File: src/rtl/lamp_fpu_div_issue_pkg.sv
// lamp_fpu_div_issue_pkg
// Shared definitions for the bf16 divide issuer.
// Contents: bf16 field widths and bias, the canonical quiet NaN, the bit
// positions inside the 5-bit IEEE flag vector, the issuer FSM state type, and
// the special-operand classifier.
// The optional divider watchdog is enabled with the macro LAMP_DIV_TIMEOUT_EN.
// In that build DIV_TIMEOUT sets the watchdog limit.
package lamp_fpu_div_issue_pkg;

    localparam int LAMP_FLOAT_E_DW   = 8;
    localparam int LAMP_FLOAT_F_DW   = 7;
    localparam int LAMP_FLOAT_E_BIAS = 127;
    localparam int DIV_TIMEOUT       = 15;

    localparam logic [15:0] LAMP_QNAN = 16'h7FC0;

    // flags vector layout: {invalid, divzero, overflow, underflow, inexact}
    localparam int FLAG_INVALID   = 4;
    localparam int FLAG_DIVZERO   = 3;
    localparam int FLAG_OVERFLOW  = 2;
    localparam int FLAG_UNDERFLOW = 1;
    localparam int FLAG_INEXACT   = 0;

    typedef enum logic [2:0] {
        ST_IDLE  = 3'd0,
        ST_ISSUE = 3'd1,
        ST_WAIT  = 3'd2,
        ST_NORM  = 3'd3,
        ST_OUT   = 3'd4
    } div_state_e;

    typedef struct packed {
        logic        hit;
        logic [15:0] res;
        logic [4:0]  flags;
    } special_t;

    // Resolves every operand pair that must not reach the divider core.
    // The checks run in priority order, and the first match wins.
    // Subnormals are classed as zero.
    function automatic special_t classify_special(input logic [15:0] a, input logic [15:0] b);
        special_t                   r_s;
        logic [LAMP_FLOAT_E_DW-1:0] a_exp_s;
        logic [LAMP_FLOAT_E_DW-1:0] b_exp_s;
        logic [LAMP_FLOAT_F_DW-1:0] a_frac_s;
        logic [LAMP_FLOAT_F_DW-1:0] b_frac_s;
        logic sign_s, a_zero_s, b_zero_s, a_inf_s, b_inf_s, a_nan_s, b_nan_s;
        a_exp_s  = a[14:7];
        b_exp_s  = b[14:7];
        a_frac_s = a[6:0];
        b_frac_s = b[6:0];
        sign_s   = a[15] ^ b[15];
        a_zero_s = (a_exp_s == 8'h00);
        b_zero_s = (b_exp_s == 8'h00);
        a_inf_s  = (a_exp_s == 8'hFF) && (a_frac_s == 7'h00);
        b_inf_s  = (b_exp_s == 8'hFF) && (b_frac_s == 7'h00);
        a_nan_s  = (a_exp_s == 8'hFF) && (a_frac_s != 7'h00);
        b_nan_s  = (b_exp_s == 8'hFF) && (b_frac_s != 7'h00);
        r_s.hit   = 1'b1;
        r_s.res   = 16'h0000;
        r_s.flags = 5'b00000;
        if (a_nan_s || b_nan_s) begin
            r_s.res = LAMP_QNAN;
            // A NaN with the quiet bit clear is signalling.
            r_s.flags[FLAG_INVALID] = (a_nan_s && !a_frac_s[6]) || (b_nan_s && !b_frac_s[6]);
        end else if ((a_zero_s && b_zero_s) || (a_inf_s && b_inf_s)) begin
            r_s.res = LAMP_QNAN;
            r_s.flags[FLAG_INVALID] = 1'b1;
        end else if (a_inf_s) begin
            r_s.res = {sign_s, 8'hFF, 7'h00};
        end else if (b_zero_s) begin
            r_s.res = {sign_s, 8'hFF, 7'h00};
            r_s.flags[FLAG_DIVZERO] = 1'b1;
        end else if (a_zero_s || b_inf_s) begin
            r_s.res = {sign_s, 15'h0000};
        end else begin
            r_s.hit = 1'b0;
        end
        return r_s;
    endfunction

endpackage

File: src/rtl/lamp_fpu_div_round.sv
// lamp_fpu_div_round
// Combinational normalize, round-to-nearest-even and pack stage for a
// fractional-divider quotient. It is shared with the sqrt issuer.
// Ports:
//   res_i   unsigned Q2.14 quotient, in the range (0.5, 2)
//   exp_i   10-bit two's complement biased exponent, before normalization
//   sign_i  result sign
//   res_o   packed bf16 result (saturates to inf, flushes to zero)
//   flags_o IEEE flags: only overflow, underflow and inexact can be set here
module lamp_fpu_div_round
    import lamp_fpu_div_issue_pkg::*;
(
    input  logic [15:0] res_i,
    input  logic [9:0]  exp_i,
    input  logic        sign_i,
    output logic [15:0] res_o,
    output logic [4:0]  flags_o
);

    logic                       hi_s;
    logic [LAMP_FLOAT_F_DW-1:0] mant_s;
    logic [LAMP_FLOAT_F_DW-1:0] mant_rnd_s;
    logic                       guard_s;
    logic                       sticky_s;
    logic                       round_up_s;
    logic                       carry_s;
    logic signed [9:0]          exp_n_s;
    logic signed [9:0]          exp_f_s;

    // Normalize on the integer bit, apply RNE, then range-check the exponent
    always_comb begin
        // Bit 15 cannot be set for in-range operands.
        // If it is, it is treated like an integer bit so the result stays bounded.
        hi_s = res_i[15] | res_i[14];
        if (hi_s) begin
            mant_s   = res_i[13:7];
            guard_s  = res_i[6];
            sticky_s = |res_i[5:0];
            exp_n_s  = $signed(exp_i);
        end else begin
            mant_s   = res_i[12:6];
            guard_s  = res_i[5];
            sticky_s = |res_i[4:0];
            exp_n_s  = $signed(exp_i) - 10'sd1;
        end
        round_up_s = guard_s & (sticky_s | mant_s[0]);
        {carry_s, mant_rnd_s} = {1'b0, mant_s} + {7'd0, round_up_s};
        // A carry-out wraps the fraction to zero and bumps the exponent by one.
        exp_f_s = exp_n_s + $signed({9'd0, carry_s});
        flags_o = 5'b00000;
        if (exp_f_s >= 10'sd255) begin
            res_o = {sign_i, 8'hFF, 7'h00};
            flags_o[FLAG_OVERFLOW] = 1'b1;
            flags_o[FLAG_INEXACT]  = 1'b1;
        end else if (exp_f_s <= 10'sd0) begin
            res_o = {sign_i, 15'h0000};
            flags_o[FLAG_UNDERFLOW] = 1'b1;
            flags_o[FLAG_INEXACT]   = 1'b1;
        end else begin
            res_o = {sign_i, exp_f_s[7:0], mant_rnd_s};
            flags_o[FLAG_INEXACT] = guard_s | sticky_s;
        end
    end

endmodule

File: src/rtl/lamp_fpu_div_issue.sv
// lamp_fpu_div_issue
// Initiator of the bf16 divide handshake with the fractional divider core.
// Special operands are resolved locally. Normal operands are issued to the
// core, and the returned quotient is rounded and packed.
// Only one operation is in flight at a time.
// Ports:
//   clk, rst                    clock, asynchronous active-high reset
//   in_valid_i/in_ready_o       operand handshake
//   a_i, b_i                    bf16 dividend and divisor
//   doDiv_o, n_o, d_o           start pulse and {1,frac} significands to the core
//   res_i, valid_i              Q2.14 quotient and its one-cycle valid from the core
//   out_valid_o/out_ready_i     result handshake
//   res_o, flags_o              bf16 quotient, {invalid,divzero,overflow,underflow,inexact}
// Optional build macro LAMP_DIV_TIMEOUT_EN enables a watchdog in WAIT.
// With the watchdog, a missing core response is reported as invalid qNaN.
module lamp_fpu_div_issue
    import lamp_fpu_div_issue_pkg::*;
(
    input  logic        clk,
    input  logic        rst,
    input  logic        in_valid_i,
    output logic        in_ready_o,
    input  logic [15:0] a_i,
    input  logic [15:0] b_i,
    output logic        doDiv_o,
    output logic [7:0]  n_o,
    output logic [7:0]  d_o,
    input  logic [15:0] res_i,
    input  logic        valid_i,
    output logic        out_valid_o,
    input  logic        out_ready_i,
    output logic [15:0] res_o,
    output logic [4:0]  flags_o
);

    div_state_e  state_r, state_nxt_s;
    logic        in_ready_r, do_div_r, out_valid_r;
    logic        in_ready_nxt_s, do_div_nxt_s, out_valid_nxt_s;
    logic [7:0]  n_r, d_r;
    logic        sign_r;
    logic [9:0]  exp_r;
    logic [9:0]  exp_calc_s;
    logic [15:0] res_lat_r;
    logic [15:0] res_r;
    logic [4:0]  flags_r;
    logic [15:0] rnd_res_s;
    logic [4:0]  rnd_flags_s;
    logic        accept_s;
    logic        timeout_s;
    special_t    special_s;

    assign special_s  = classify_special(a_i, b_i);
    assign accept_s   = (state_r == ST_IDLE) && in_ready_r && in_valid_i;
    assign exp_calc_s = {2'b00, a_i[14:7]} - {2'b00, b_i[14:7]} + 10'(LAMP_FLOAT_E_BIAS);

`ifdef LAMP_DIV_TIMEOUT_EN
    localparam logic [3:0] WD_LAST = 4'(DIV_TIMEOUT - 1);
    logic [3:0] wd_cnt_r;

    // Watchdog: counts consecutive WAIT cycles and restarts whenever WAIT is left
    always_ff @(posedge clk or posedge rst) begin
        if (rst) begin
            wd_cnt_r <= 4'd0;
        end else if (state_r == ST_WAIT) begin
            wd_cnt_r <= wd_cnt_r + 4'd1;
        end else begin
            wd_cnt_r <= 4'd0;
        end
    end

    assign timeout_s = (state_r == ST_WAIT) && !valid_i && (wd_cnt_r == WD_LAST);
`else
    assign timeout_s = 1'b0;
`endif

    lamp_fpu_div_round u_round (
        .res_i   (res_lat_r),
        .exp_i   (exp_r),
        .sign_i  (sign_r),
        .res_o   (rnd_res_s),
        .flags_o (rnd_flags_s)
    );

    // FSM state register
    always_ff @(posedge clk or posedge rst) begin
        if (rst) begin
            state_r <= ST_IDLE;
        end else begin
            state_r <= state_nxt_s;
        end
    end

    // FSM next-state logic
    always_comb begin
        state_nxt_s = state_r;
        case (state_r)
            ST_IDLE: begin
                if (accept_s) begin
                    if (special_s.hit) begin
                        state_nxt_s = ST_OUT;
                    end else begin
                        state_nxt_s = ST_ISSUE;
                    end
                end else begin
                    state_nxt_s = ST_IDLE;
                end
            end
            ST_ISSUE: state_nxt_s = ST_WAIT;
            ST_WAIT: begin
                if (valid_i) begin
                    state_nxt_s = ST_NORM;
                end else if (timeout_s) begin
                    state_nxt_s = ST_OUT;
                end else begin
                    state_nxt_s = ST_WAIT;
                end
            end
            ST_NORM: state_nxt_s = ST_OUT;
            ST_OUT: begin
                if (out_ready_i) begin
                    state_nxt_s = ST_IDLE;
                end else begin
                    state_nxt_s = ST_OUT;
                end
            end
            default: state_nxt_s = ST_IDLE;
        endcase
    end

    // FSM output decode from the next state.
    // The decoded values are registered so the handshake outputs come straight from flops.
    always_comb begin
        in_ready_nxt_s  = 1'b0;
        do_div_nxt_s    = 1'b0;
        out_valid_nxt_s = 1'b0;
        case (state_nxt_s)
            ST_IDLE:  in_ready_nxt_s  = 1'b1;
            ST_ISSUE: do_div_nxt_s    = 1'b1;
            ST_OUT:   out_valid_nxt_s = 1'b1;
            default: begin
                in_ready_nxt_s  = 1'b0;
                do_div_nxt_s    = 1'b0;
                out_valid_nxt_s = 1'b0;
            end
        endcase
    end

    // Registered handshake outputs
    always_ff @(posedge clk or posedge rst) begin
        if (rst) begin
            in_ready_r  <= 1'b0;
            do_div_r    <= 1'b0;
            out_valid_r <= 1'b0;
        end else begin
            in_ready_r  <= in_ready_nxt_s;
            do_div_r    <= do_div_nxt_s;
            out_valid_r <= out_valid_nxt_s;
        end
    end

    // Datapath: operand capture, quotient latch and result load per state
    always_ff @(posedge clk or posedge rst) begin
        if (rst) begin
            n_r       <= 8'h00;
            d_r       <= 8'h00;
            sign_r    <= 1'b0;
            exp_r     <= 10'd0;
            res_lat_r <= 16'h0000;
            res_r     <= 16'h0000;
            flags_r   <= 5'b00000;
        end else begin
            case (state_r)
                ST_IDLE: begin
                    if (accept_s) begin
                        n_r    <= {1'b1, a_i[6:0]};
                        d_r    <= {1'b1, b_i[6:0]};
                        sign_r <= a_i[15] ^ b_i[15];
                        exp_r  <= exp_calc_s;
                        if (special_s.hit) begin
                            res_r   <= special_s.res;
                            flags_r <= special_s.flags;
                        end
                    end
                end
                ST_WAIT: begin
                    if (valid_i) begin
                        res_lat_r <= res_i;
                    end else if (timeout_s) begin
                        res_r   <= LAMP_QNAN;
                        flags_r <= 5'b10000;
                    end
                end
                ST_NORM: begin
                    res_r   <= rnd_res_s;
                    flags_r <= rnd_flags_s;
                end
                default: begin
                    res_r <= res_r;
                end
            endcase
        end
    end

    assign in_ready_o  = in_ready_r;
    assign doDiv_o     = do_div_r;
    assign out_valid_o = out_valid_r;
    assign n_o         = n_r;
    assign d_o         = d_r;
    assign res_o       = res_r;
    assign flags_o     = flags_r;

endmodule

File: config.mk
export PLATFORM = sky130hd
export DESIGN_NAME = lamp_fpu_div_issue
export DESIGN_NICKNAME = d
export VERILOG_FILES = /design/src/rtl/lamp_fpu_div_issue_pkg.sv /design/src/rtl/lamp_fpu_div_round.sv /design/src/rtl/lamp_fpu_div_issue.sv
export SDC_FILE = /design/constraint.sdc
export NUM_CORES = 1
export LEC_CHECK = 0
export BUFFER_PORTS_ARGS = -buffer_cell sky130_fd_sc_hd__buf_2
export CORE_MARGIN = 3
export CORE_UTILIZATION = 53
export DETAILED_ROUTE_END_ITERATION = 8
export HOLD_SLACK_MARGIN = 0.15
export PLACE_DENSITY = 0.89
export SYNTH_ARGS = -nofsm -noshare
export SYNTH_HDL_FRONTEND = slang
export SYNTH_SLANG_ARGS = --single-unit
export TNS_END_PERCENT = 10
File: constraint.sdc
create_clock -name clk -period 4.8 [get_ports clk]
set_clock_uncertainty 0.1 [all_clocks]
set_input_delay 1.2 -clock clk [delete_from_list [all_inputs] [get_ports clk]]
set_output_delay 1.2 -clock clk [all_outputs]
set_load 0.02 [all_outputs]
# == Word level (Yosys, flattened, before mapping) ==
# Cells that the tools add are included.
# op_classes
addsub,5
n_mul,0
div_mod_pow,0
n_lt_le_gt_ge,2
eq_ne,10
shifts,0
muxes,40
bitwise,5
n_reduce_logical,30
# ops
cell,count
$mux 16,6
$pmux 16 s2,1
$mux 15,2
$mux 1,21
$mux 17,1
$eq 8x8->1 const B,2
$logic_not 8->1,2
$pmux 3 s5,1
$logic_not 7->1,2
$reduce_bool 7->1,2
$add 10x2->10,1
$add 9x8->10 const B,1
$ge 10x9->1 const B,1
$le 10x1->1 const B,1
$logic_and 1x1->1,10
$mux 10,1
$mux 5,2
$pmux 5 s2,1
$sub 10x2->10 const B,1
$mux 3,3
$sub 8x8->9,1
$add 7x1->8,1
$mux 7,1
$eq 3x1->1 const B,2
other kinds (14),25
# word_totals
regBits,70
latchBits,0
ramBits,0
rom_bits,0
inputBits,53
output_inout_bits,40
n_memories,0

# == Logic depth before layout (Yosys ltp) ==
# Gate-level depths: netlist (run 1).
# logic_depth
ltp_word,13
mapped_depth,20
ltp_nobuf,17

# == Cells and area by module ==
# A second synthesis (run 1) with hierarchy kept.
# unflattened
hier_cells,519
hier_area_um2,4494.3
# modules_own_cells
module,n_inst,cells_per_inst,area_per_inst_um2,seq_area_each_um2
lamp_fpu_div_issue,1,337,3403.3,1726.7
lamp_fpu_div_round,1,182,1091.0,0.0

# == Least setup slack after synthesis (run 1) ==
# Ideal clock, no wire load.
# synth_timing
kind,register to register
startpoint,register res_lat_r[15]
endpoint,register res_r[10] (netlist: res_o[10])
setup_ns,0.121
arrival_time_ns,3.818
t_required_ns,4.579
path_slack_ns,0.761
path_stages_with_launch,19
path_buffers,1
path_cell_list,dfrtp_1 -> buf_2 -> nor2_1 -> nand2_1 -> a21boi_0 -> nand3b_1 -> nor3_1 -> and3_1 -> ha_1 -> ha_1 -> nand2b_1 -> mux2i_1 -> a41o_1 -> a211oi_1 -> o32ai_1 -> and3_1 -> and2_1 -> o21ai_2 -> a22o_1
# synth_via
elab_chain_cells,10
# synth_rtl
item,line,rtl
from (decl),lamp_fpu_div_issue.sv:43,logic [15:0] res_lat_r;
from (signal assigned),lamp_fpu_div_issue.sv:187,res_lat_r <= res_i;
$or 1x1->1 (*),lamp_fpu_div_round.sv:34,hi_s = res_i[15] | res_i[14];
$mux 1 or $mux 7 (tied branches),lamp_fpu_div_round.sv:35,if (hi_s) begin
$or 1x1->1,lamp_fpu_div_round.sv:46,round_up_s = guard_s & (sticky_s | mant_s[0]);
$and 1x1->1,lamp_fpu_div_round.sv:46,
$add 7x1->8,lamp_fpu_div_round.sv:47,"{carry_s, mant_rnd_s} = {1'b0, mant_s} + {7'd0, round_up_s};"
$add 10x2->10 (*),lamp_fpu_div_round.sv:49,"exp_f_s = exp_n_s + $signed({9'd0, carry_s});"
$le 10x1->1,lamp_fpu_div_round.sv:55,end else if (exp_f_s <= 10'sd0) begin
$mux 15,lamp_fpu_div_round.sv:55,
$mux 15 (*),lamp_fpu_div_round.sv:51,if (exp_f_s >= 10'sd255) begin
$pmux 16 s2 (*),lamp_fpu_div_issue.sv:172,case (state_r)
to (signal assigned),lamp_fpu_div_issue.sv:180,res_r <= special_s.res;
to (signal assigned),lamp_fpu_div_issue.sv:194,res_r <= rnd_res_s;
to (signal assigned),lamp_fpu_div_issue.sv:198,res_r <= res_r;
to (decl),lamp_fpu_div_issue.sv:44,logic [15:0] res_r;
# Every way passes the cells marked *; elsewhere a longest branch is shown, timed or not.
# A chain may end at the register's enable or synchronous reset.

# == Worst setup path after layout (run 1) ==
# layout_timing
startpoint,register res_lat_r[15]
endpoint,register res_r[12] (netlist: res_o[12])
# Same word-level chain as after synthesis.

==> flow_metrics.env, run 1 <==
export IMPL_rr_startpoint="res_lat_r[15]$_DFFE_PP0P_"
export IMPL_ys_async_sr_fraction=1.00
export IMPL_wl_met1_um=4620
export IMPL_r2r_setup_slack_ps=410
export IMPL_vias=3994
export IMPL_slowest_stage="dfrtp_1"
export IMPL_clock_latency_ps=350
export IMPL_path_clk_slew_ps=70
export IMPL_post_cts_setup_buffers=0
export IMPL_yosysTopAreaCell="dfrtp_1"
export IMPL_met2WireLength_um=5240
export IMPL_wl_met3_um=762
export IMPL_tightestPinTransition_ps=1090
export IMPL_fillers=673
export IMPL_final_area_mm2=0.00509
export IMPL_drv_cap=0
export IMPL_rr_worst_depth=18
export IMPL_setup_viol=0
export IMPL_cts_tree="done"
export IMPL_hold_path_class="reg2reg"
export IMPL_crit_family="simple AND/OR/NAND/NOR gates"
export IMPL_post_dp_cell_area_mm2=0.00490
export IMPL_clock_root_buffer="clkbuf_8"
export IMPL_synth_area_top_cells="dfrtp_1 40%, nand2_1 8.1%, mux2_2 4.1%"
export IMPL_final_common_cell="nand2_1"
export IMPL_top_layer="met4"
export IMPL_fin_nets=640
export IMPL_leakagePower_nw=2.38
export IMPL_fp_dieW_um=96.6
export IMPL_initial_core_util=0.555
export IMPL_r2r_end="res_o[12]$_DFFE_PP0P_"
export IMPL_period_minus_slack_ps=4390
export IMPL_endpoint_kind="register"
export IMPL_synth_ff_type="dfrtp_1"
export IMPL_yosysUniqueCellTypes=68
export IMPL_synth_edf_count=0
export IMPL_multiInputGateArea_mm2=0.00249
export IMPL_io_buffer_count=92
export IMPL_outcome="finished clean"
export IMPL_grt_max_degree=50
export IMPL_hold_path_depth=2
export IMPL_synth_cells=487
export IMPL_synth_seq_area_share=0.397
export IMPL_design_die_area_mm2=0.00934
export IMPL_wl_per_cell_um=15.9
export IMPL_core_area_mm2=0.00785
export IMPL_drc=0
export IMPL_syn_avg_cell_area_um2=8.94
export IMPL_syn_nets=554
export IMPL_synth_seq_cells=69
export IMPL_dpl_hpwl_um=8200
export IMPL_drtAntennaViolNets=0
export IMPL_cts_buffers=9
export IMPL_grt_total_usage=0.234
export IMPL_antennaDiodeCount=0
export IMPL_drt_total_wl_um=10800
export IMPL_gr_total_overflow=0
export IMPL_htreeDepth=3
export IMPL_drive_gt1_frac=0.264
export IMPL_ys_warn_count=0
export IMPL_regArea_mm2=0.00173
export IMPL_crit_start="res_lat_r[15]$_DFFE_PP0P_"
export IMPL_viasPerCell=5.89
export IMPL_worstPathArrival_ps=4520
export IMPL_peakVddDrop_mv=0.304
export IMPL_critPathBufInv=1
export IMPL_layout_common_cells="94 x nand2_1, 92 x buf_2, 69 x dfrtp_1"
export IMPL_finalHoldWorstSlack_ps=380
export IMPL_ios=93
export IMPL_setup_ws_ps=411
export IMPL_crit_chain="or2_1 > buf_4 > nand2_1 > nand2_1 > nand3b_1 > nor3_1 > and3_1 > ha_1 > ha_1 > nand2_1 > mux2i_2 > a41o_1 > a211oi_1 > o32ai_1 > and3_1 > and2_1 > o21ai_2 > a22o_1"
export IMPL_synth_area_mm2=0.00435
export IMPL_period_share=0.914
export IMPL_firstDrtPassIters=4
export IMPL_holdPathEnd="d_o[5]$_DFFE_PP0P_"
export IMPL_antenna_found_initial=0
export IMPL_min_from="d_o[5]$_DFFE_PP0P_"
export IMPL_drt_iter0_markers=257
export IMPL_start_kind="register"
export IMPL_total_power_mw=3.13
export IMPL_final_max_slew_viol_count=0
export IMPL_place_congestion=0.891
export IMPL_fmax_mhz=228
export IMPL_worstPathRequired_ps=4940
export IMPL_die_y_um=96.6
export IMPL_crit_type="reg2reg"
export IMPL_timing_final_hold_violations=0
export IMPL_cpMostUsedCell="nand2_1"
export IMPL_synth_top_area_frac=0.397
export IMPL_cts_path_max_buffers=2
export IMPL_clkSinkCount=69
export IMPL_place_ws_ps=390
export IMPL_fin_tns_setup_ps=0
export IMPL_critPathMaxFanout=15
export IMPL_rsz0062_at_grt="no"
export IMPL_relSlewSlack=0.275
export IMPL_holdBufCountCts=0
export IMPL_num_rows=32
export IMPL_grt_pass1_vias=3992
export IMPL_pwr_density_cell_mw_per_mm2=615
export IMPL_critPathMaxStageDelay_ps=610
export IMPL_grt_pass1_wl_um=18400
export IMPL_syn_to_final_growth_pct=17.0
## stage by stage
step,cells,utilization
final,678,0.649
after global routing,678,0.649
after CTS,678,0.648
after detailed placement,664,0.624
after global placement,664,0.624
after floorplan,487,-
## cells in the mapped netlist, types with 8 or more instances
| library cell | count |
|---|---|
| nor4_1 | 9 |
| o21ai_0 | 29 |
| ha_1 | 13 |
| dfrtp_1 | 69 |
| clkbuf_1 | 13 |
| xnor2_1 | 17 |
| mux2_2 | 16 |
| inv_1 | 17 |
| nor2_1 | 35 |
| or3_1 | 8 |
| xor2_1 | 10 |
| nand2_1 | 94 |
| a21oi_1 | 14 |
| nand3_1 | 8 |
| a22o_1 | 13 |
| nor3_1 | 11 |
## power breakdown
part | switching, mW | internal (mW)
logic | 0.906 | 0.636
registers | 0.284 | 0.843
clock network | 0.217 | 0.247
total | 1.41 | 1.73
## tightest hold or removal path: stages (launching register included)
cell and delay, ps:
dfrtp_1 350, nand2_1 50, nand2_1 50
## how the worst max path moves through the flow
stage,endpoint,cells after the start
after floorplan,res_o[10]$_DFFE_PP0P_,18
after global placement,res_o[7]$_DFFE_PP0P_,17
after detailed placement,res_o[12]$_DFFE_PP0P_,17
after CTS,res_o[10]$_DFFE_PP0P_,17
after global routing,res_o[10]$_DFFE_PP0P_,17
final,res_o[12]$_DFFE_PP0P_,18
## layout make-up
type	instances	area share
flip-flops and latches	69	0.339
well taps	102	0.0251
clock buffers	10	0.0270
clock inverters	4	0.00983
multi-input cells	379	0.489
repair buffers	97	0.0978
inverters	17	0.0125
## state kept, by name (all words and copies together) (netlist names)
signal,cells
doDiv_o,1
res_lat_r,16
sign_r,1
flags_o,5
in_ready_o,1
out_valid_o,1
d_o,7
res_o,16
exp_r,10
n_o,8
state_r,3
## cell families after synthesis
family,Yosys count,share of synthesized area
xor gates and xnor gates,27,0.0543
and+or+nand+nor,215,0.253
muxes,21,0.0529
adders and majority gates,14,0.0420
buffers and inverters,39,0.0365
AOI/OAI and AO/OA,102,0.165
DFF,69,0.397
## what timing repair did
item | CTS | global route
endpoints found under the setup margin | 0 | 9
gates resized for setup | 0 | 2
endpoints found under the hold margin | 0 | 0
## metal layers
metal | global-route usage | vias up
met5 | 0 | -
met4 | 0.0680 | 0
met3 | 0.0663 | 23
met2 | 0.390 | 154
met1 | 0.298 | 1906
li1 | - | 1911
(Power assumes the default switching activity.)
==> run 2, diff against run 1 <==
CORE_UTILIZATION = 50   (was 53)
PLACE_DENSITY = 0.88   (was 0.89)
clock period = 3.89 ns   (was 4.8 ns; I/O delays follow)
==> flow_metrics.env, run 2 (synthesis gave the netlist of run 1 again) <==
export IMPL_pwr_density_cell_mw_per_mm2=767
export IMPL_worstPathRequired_ps=4020
export IMPL_drc=0
export IMPL_crit_type="reg2reg"
export IMPL_antenna_found_initial=0
export IMPL_final_area_mm2=0.00528
export IMPL_path_clk_slew_ps=80
export IMPL_final_max_slew_viol_count=0
export IMPL_holdBufCountCts=0
export IMPL_wl_per_cell_um=16.1
export IMPL_cts_path_max_buffers=2
export IMPL_period_share=0.960
export IMPL_grt_pass1_wl_um=18600
export IMPL_finalHoldWorstSlack_ps=377
export IMPL_viasPerCell=5.83
export IMPL_gr_total_overflow=0
export IMPL_grt_total_usage=0.228
export IMPL_critPathMaxStageDelay_ps=410
export IMPL_syn_to_final_growth_pct=21.2
export IMPL_drt_total_wl_um=11200
export IMPL_drtAntennaViolNets=0
export IMPL_io_buffer_count=92
export IMPL_num_rows=33
export IMPL_clock_latency_ps=350
export IMPL_cpMostUsedCell="and3_1"
export IMPL_outcome="finished clean"
export IMPL_antennaDiodeCount=0
export IMPL_start_kind="register"
export IMPL_htreeDepth=3
export IMPL_leakagePower_nw=2.46
export IMPL_hold_path_depth=2
export IMPL_core_area_mm2=0.00834
export IMPL_slowest_stage="dfrtp_1"
export IMPL_timing_final_hold_violations=0
export IMPL_drt_iter0_markers=209
export IMPL_fin_tns_setup_ps=0
export IMPL_fp_dieW_um=99.3
export IMPL_critPathBufInv=1
export IMPL_hold_path_class="reg2reg"
export IMPL_setup_viol=0
export IMPL_crit_family="simple AND/OR/NAND/NOR gates"
export IMPL_peakVddDrop_mv=0.401
export IMPL_post_dp_cell_area_mm2=0.00498
export IMPL_crit_chain="nor2_2 > buf_6 > mux2i_2 > nand3b_1 > nor3_2 > and3_1 > ha_2 > ha_4 > nand2b_1 > mux2i_4 > or3_1 > and3_1 > o32ai_1 > and3_1 > and2_1 > o21ai_2 > a22o_1"
export IMPL_switching_share=0.445
export IMPL_vias=4050
export IMPL_fmax_mhz=268
export IMPL_fin_nets=652
export IMPL_grt_max_degree=37
export IMPL_critPathMaxFanout=8
export IMPL_drive_gt1_frac=0.295
export IMPL_layout_common_cells="94 x nand2_1, 92 x buf_2, 69 x dfrtp_1"
export IMPL_netSwitchingPower_mw=1.80
export IMPL_cp_depth=17
export IMPL_final_common_cell="nand2_1"
export IMPL_rr_worst_depth=17
export IMPL_tightestPinTransition_ps=1040
export IMPL_clkPwrFrac=0.150
export IMPL_initial_core_util=0.522
export IMPL_cts_buffers=9
export IMPL_dpl_hpwl_um=8460
export IMPL_clock_root_buffer="clkbuf_8"
export IMPL_worstPathArrival_ps=3870
export IMPL_firstDrtPassIters=5
export IMPL_power_frac_seq=0.341
export IMPL_grt_pass1_vias=4002
export IMPL_die_y_um=99.3
export IMPL_endpoint_kind="register"
export IMPL_drv_cap=0
export IMPL_comb_power_share=0.508
export IMPL_cts_tree="done"
export IMPL_total_power_mw=4.05
export IMPL_place_congestion=0.953
export IMPL_period_minus_slack_ps=3730
export IMPL_ios=93
export IMPL_relSlewSlack=0.303
export IMPL_place_ws_ps=-31.7
export IMPL_clkSinkCount=69
export IMPL_setup_ws_ps=155
export IMPL_p_int_mw=2.25
export IMPL_design_die_area_mm2=0.00986
run 2: cell count changes in the layout (fill, tap and decap cells not counted), sizes merged:
cell    change
clkinv      +1
buf        +12
clkbuf      +1
run 2: stage by stage:
stage / cells / utilization
after floorplan: 487 / -
after global placement: 677 / 0.598
after detailed placement: 677 / 0.598
after CTS: 693 / 0.624
after global routing: 695 / 0.633
final: 695 / 0.633
run 2: worst paths after layout:
kind | startpoint | to | slack (ps)
setup / recovery | res_lat_r[15]$_DFFE_PP0P_ | res_o[11]$_DFFE_PP0P_ | 160
hold / removal | d_o[0]$_DFFE_PP0P_ | d_o[0]$_DFFE_PP0P_ | 380
max in group asynchronous | rst | res_o[13]$_DFFE_PP0P_ | 2320
setup reg to reg | res_lat_r[15]$_DFFE_PP0P_ | res_o[11]$_DFFE_PP0P_ | 160
min in group asynchronous | rst | n_o[7]$_DFFE_PP0P_ | 640
hold reg to reg | d_o[0]$_DFFE_PP0P_ | d_o[0]$_DFFE_PP0P_ | 380
run 2: worst reg2reg max path, cell delays in order (launching register included):
cell and delay, ps:
dfrtp_1 410, nor2_2 160, buf_6 160, mux2i_2 260, nand3b_1 190, nor3_2 60, and3_1 170, ha_2 210
ha_4 200, nand2b_1 130, mux2i_4 110, or3_1 360, and3_1 170, o32ai_1 220, and3_1 220, and2_1 170
o21ai_2 110, a22o_1 230
run 2: power groups by stage:
stage / sequential [mW] / combinational (mW) / clock (mW)
final: 1.38 / 2.06 / 0.609
after global routing: 1.43 / 2.25 / 0.652
after CTS: 1.36 / 1.98 / 0.621
after detailed placement: 1.37 / 1.96 / 0
after global placement: 1.35 / 1.90 / 0
after floorplan: 1.45 / 1.28 / 0
run 2: cell type report:
cell class	count	area, µm²
fillers	688	3060
multi-input cells	379	2550
flip-flops and latches	69	1730
repair buffers	109	592
clock buffers	11	151
well taps	105	131
inverters	17	63.8
clock inverters	5	58.8
run 2: metal layers:
layer / track usage / vias to the layer above / routed length [µm] / part of all wire
met3: 0.0554 / 23 / 867 / 0.078
met4: 0.0651 / 0 / 180 / 0.016
met2: 0.393 / 162 / 5560 / 0.50
met1: 0.286 / 1940 / 4580 / 0.41
met5: 0 / - / 0 / 0
li1: - / 1925 / - / -
run 2: what timing repair did:
item                       CTS  global route
hold endpoints to repair     0             0
pin swaps                    0             3
resized for setup            2            14
setup buffers                0             2
setup endpoints to repair    8            18
==> run 3, diff against run 2 <==
CORE_MARGIN = not set   (was 3)
==> flow_metrics.env, run 3 (synthesis gave the netlist of run 1 again) <==
export IMPL_outcome="finished clean"
export IMPL_die_y_um=95.3
export IMPL_fillers=690
export IMPL_drtAntennaViolNets=0
export IMPL_fmax_mhz=269
export IMPL_r2r_end="res_o[3]$_DFFE_PP0P_"
export IMPL_timing_final_hold_violations=0
export IMPL_core_area_mm2=0.00834
export IMPL_fp_dieW_um=95.3
export IMPL_ios=93
export IMPL_hold_path_depth=2
export IMPL_crit_chain="or2_4 > buf_4 > nand2_1 > nand2_1 > nand3b_1 > nor3_2 > and3_1 > ha_2 > ha_4 > nand2b_1 > mux2i_4 > or3_1 > and3_1 > o32ai_1 > and3_1 > buf_4 > nor3_4 > buf_4 > a22o_1"
export IMPL_critPathMaxStageDelay_ps=420
export IMPL_drive_gt1_frac=0.301
export IMPL_critPathBufInv=3
export IMPL_cts_tree="done"
export IMPL_peakVddDrop_mv=0.431
export IMPL_final_common_cell="nand2_1"
export IMPL_fin_nets=654
export IMPL_critPathMaxFanout=6
export IMPL_met3_usage=0.0566
export IMPL_wl_per_cell_um=15.5
export IMPL_drv_cap=0
export IMPL_drc=0
export IMPL_period_share=0.957
export IMPL_clock_root_buffer="clkbuf_8"
export IMPL_endpoint_kind="register"
export IMPL_worstPathRequired_ps=4040
export IMPL_grt_busiest_layer="met2"
export IMPL_clkSinkCount=69
export IMPL_initial_core_util=0.522
export IMPL_grt_pass1_vias=3865
export IMPL_path_clk_slew_ps=80
export IMPL_rr_worst_depth=19
export IMPL_place_ws_ps=-56.7
export IMPL_cp_depth=19
export IMPL_grt_total_usage=0.248
export IMPL_htreeDepth=3
export IMPL_grt_pass1_wl_um=17500
export IMPL_grt_use_met2=0.423
export IMPL_final_util=0.638
export IMPL_endpoint="res_o[3]$_DFFE_PP0P_"
export IMPL_cts_buffers=9
export IMPL_syn_to_final_growth_pct=22.1
export IMPL_clock_latency_ps=360
export IMPL_hold_path_class="reg2reg"
export IMPL_firstDrtPassIters=4
export IMPL_grtUsageMet1=0.308
export IMPL_pwr_density_cell_mw_per_mm2=768
export IMPL_crit_type="reg2reg"
export IMPL_rr_startpoint="res_lat_r[15]$_DFFE_PP0P_"
export IMPL_design_die_area_mm2=0.00909
export IMPL_crit_start="res_lat_r[15]$_DFFE_PP0P_"
export IMPL_setup_viol=0
export IMPL_grt_max_degree=38
export IMPL_post_dp_cell_area_mm2=0.00498
export IMPL_fin_tns_setup_ps=0
export IMPL_crit_family="simple AND/OR/NAND/NOR gates"
export IMPL_final_max_slew_viol_count=0
export IMPL_stdcell_count=697
export IMPL_holdBufCountCts=0
export IMPL_period_minus_slack_ps=3720
export IMPL_final_area_mm2=0.00532
export IMPL_io_buffer_count=92
export IMPL_relSlewSlack=0.270
export IMPL_viasPerCell=5.78
export IMPL_vias=4031
export IMPL_worstPathArrival_ps=3870
export IMPL_gr_total_overflow=0
export IMPL_slowest_stage="dfrtp_1"
export IMPL_total_power_mw=4.08
export IMPL_num_rows=33
export IMPL_place_congestion=0.922
export IMPL_layout_common_cells="94 x nand2_1, 92 x buf_2, 69 x dfrtp_1"
export IMPL_r2r_setup_slack_ps=170
export IMPL_antenna_found_initial=0
export IMPL_antennaDiodeCount=0
export IMPL_drt_total_wl_um=10800
export IMPL_finalHoldWorstSlack_ps=384
export IMPL_drt_iter0_markers=294
export IMPL_tightestPinTransition_ps=1090
export IMPL_leakagePower_nw=2.48
export IMPL_place_inst=677
export IMPL_dpl_hpwl_um=8070
export IMPL_cts_path_max_buffers=2
export IMPL_setup_ws_ps=169
export IMPL_start_kind="register"
==> run 3: area by class of cell <==
cell class	count	area, µm²	share of cell area
multi-input combinational	379	2570	0.483
sequential	69	1730	0.325
timing repair buffer	111	603	0.113
tap	105	131	0.0247
clock buffer	9	124	0.0233
clock inverter	7	98.8	0.0186
inverter	17	63.8	0.0120
==> run 3: worst min path at each step <==
stage                             to  slack (ps)          startpoint
6_report          n_o[6]$_DFFE_PP0P_         380  n_o[6]$_DFFE_PP0P_
3_5_place_dp      n_o[6]$_DFFE_PP0P_         360  n_o[6]$_DFFE_PP0P_
2_1_floorplan  res_o[15]$_DFFE_PP0P_         350  sign_r$_DFFE_PP0P_
3_3_place_gp      d_o[3]$_DFFE_PP0P_         350  d_o[3]$_DFFE_PP0P_
5_1_grt           d_o[3]$_DFFE_PP0P_         410  d_o[3]$_DFFE_PP0P_
4_1_cts           d_o[6]$_DFFE_PP0P_         390  d_o[6]$_DFFE_PP0P_
==> run 3: repair_timing <==
action / CTS / global route
endpoints found under the setup margin: 8 / 17
buffers inserted: 0 / 4
hold endpoints to repair: 0 / 0
gates resized for setup: 3 / 16
cloned: 0 / 0
pin swaps: 0 / 7
==> run 3: routing by layer <==
metal	share of wire	up-vias
li1	-	1940
met1	0.43	1902
met2	0.49	170
met3	0.071	19
met4	0.014	0
met5	0	-
==> run 3: worst register-to-register path: stages, from the launching register on <==
cell      delay, ps
dfrtp_1         420
or2_4           290
buf_4           160
nand2_1          70
nand2_1          80
nand3b_1        150
nor3_2           70
and3_1          180
ha_2            210
ha_4            180
nand2b_1        110
mux2i_4         110
or3_1           350
and3_1          170
o32ai_1         250
and3_1          210
buf_4           120
nor3_4           40
buf_4           150
a22o_1          180
==> run 3: power by group <==
group	leakage, nW	total, mW	internal [mW]	switching, mW
sequential	0.854	1.36	1.04	0.320
clock	0.110	0.662	0.364	0.298
combinational	1.52	2.06	0.869	1.19
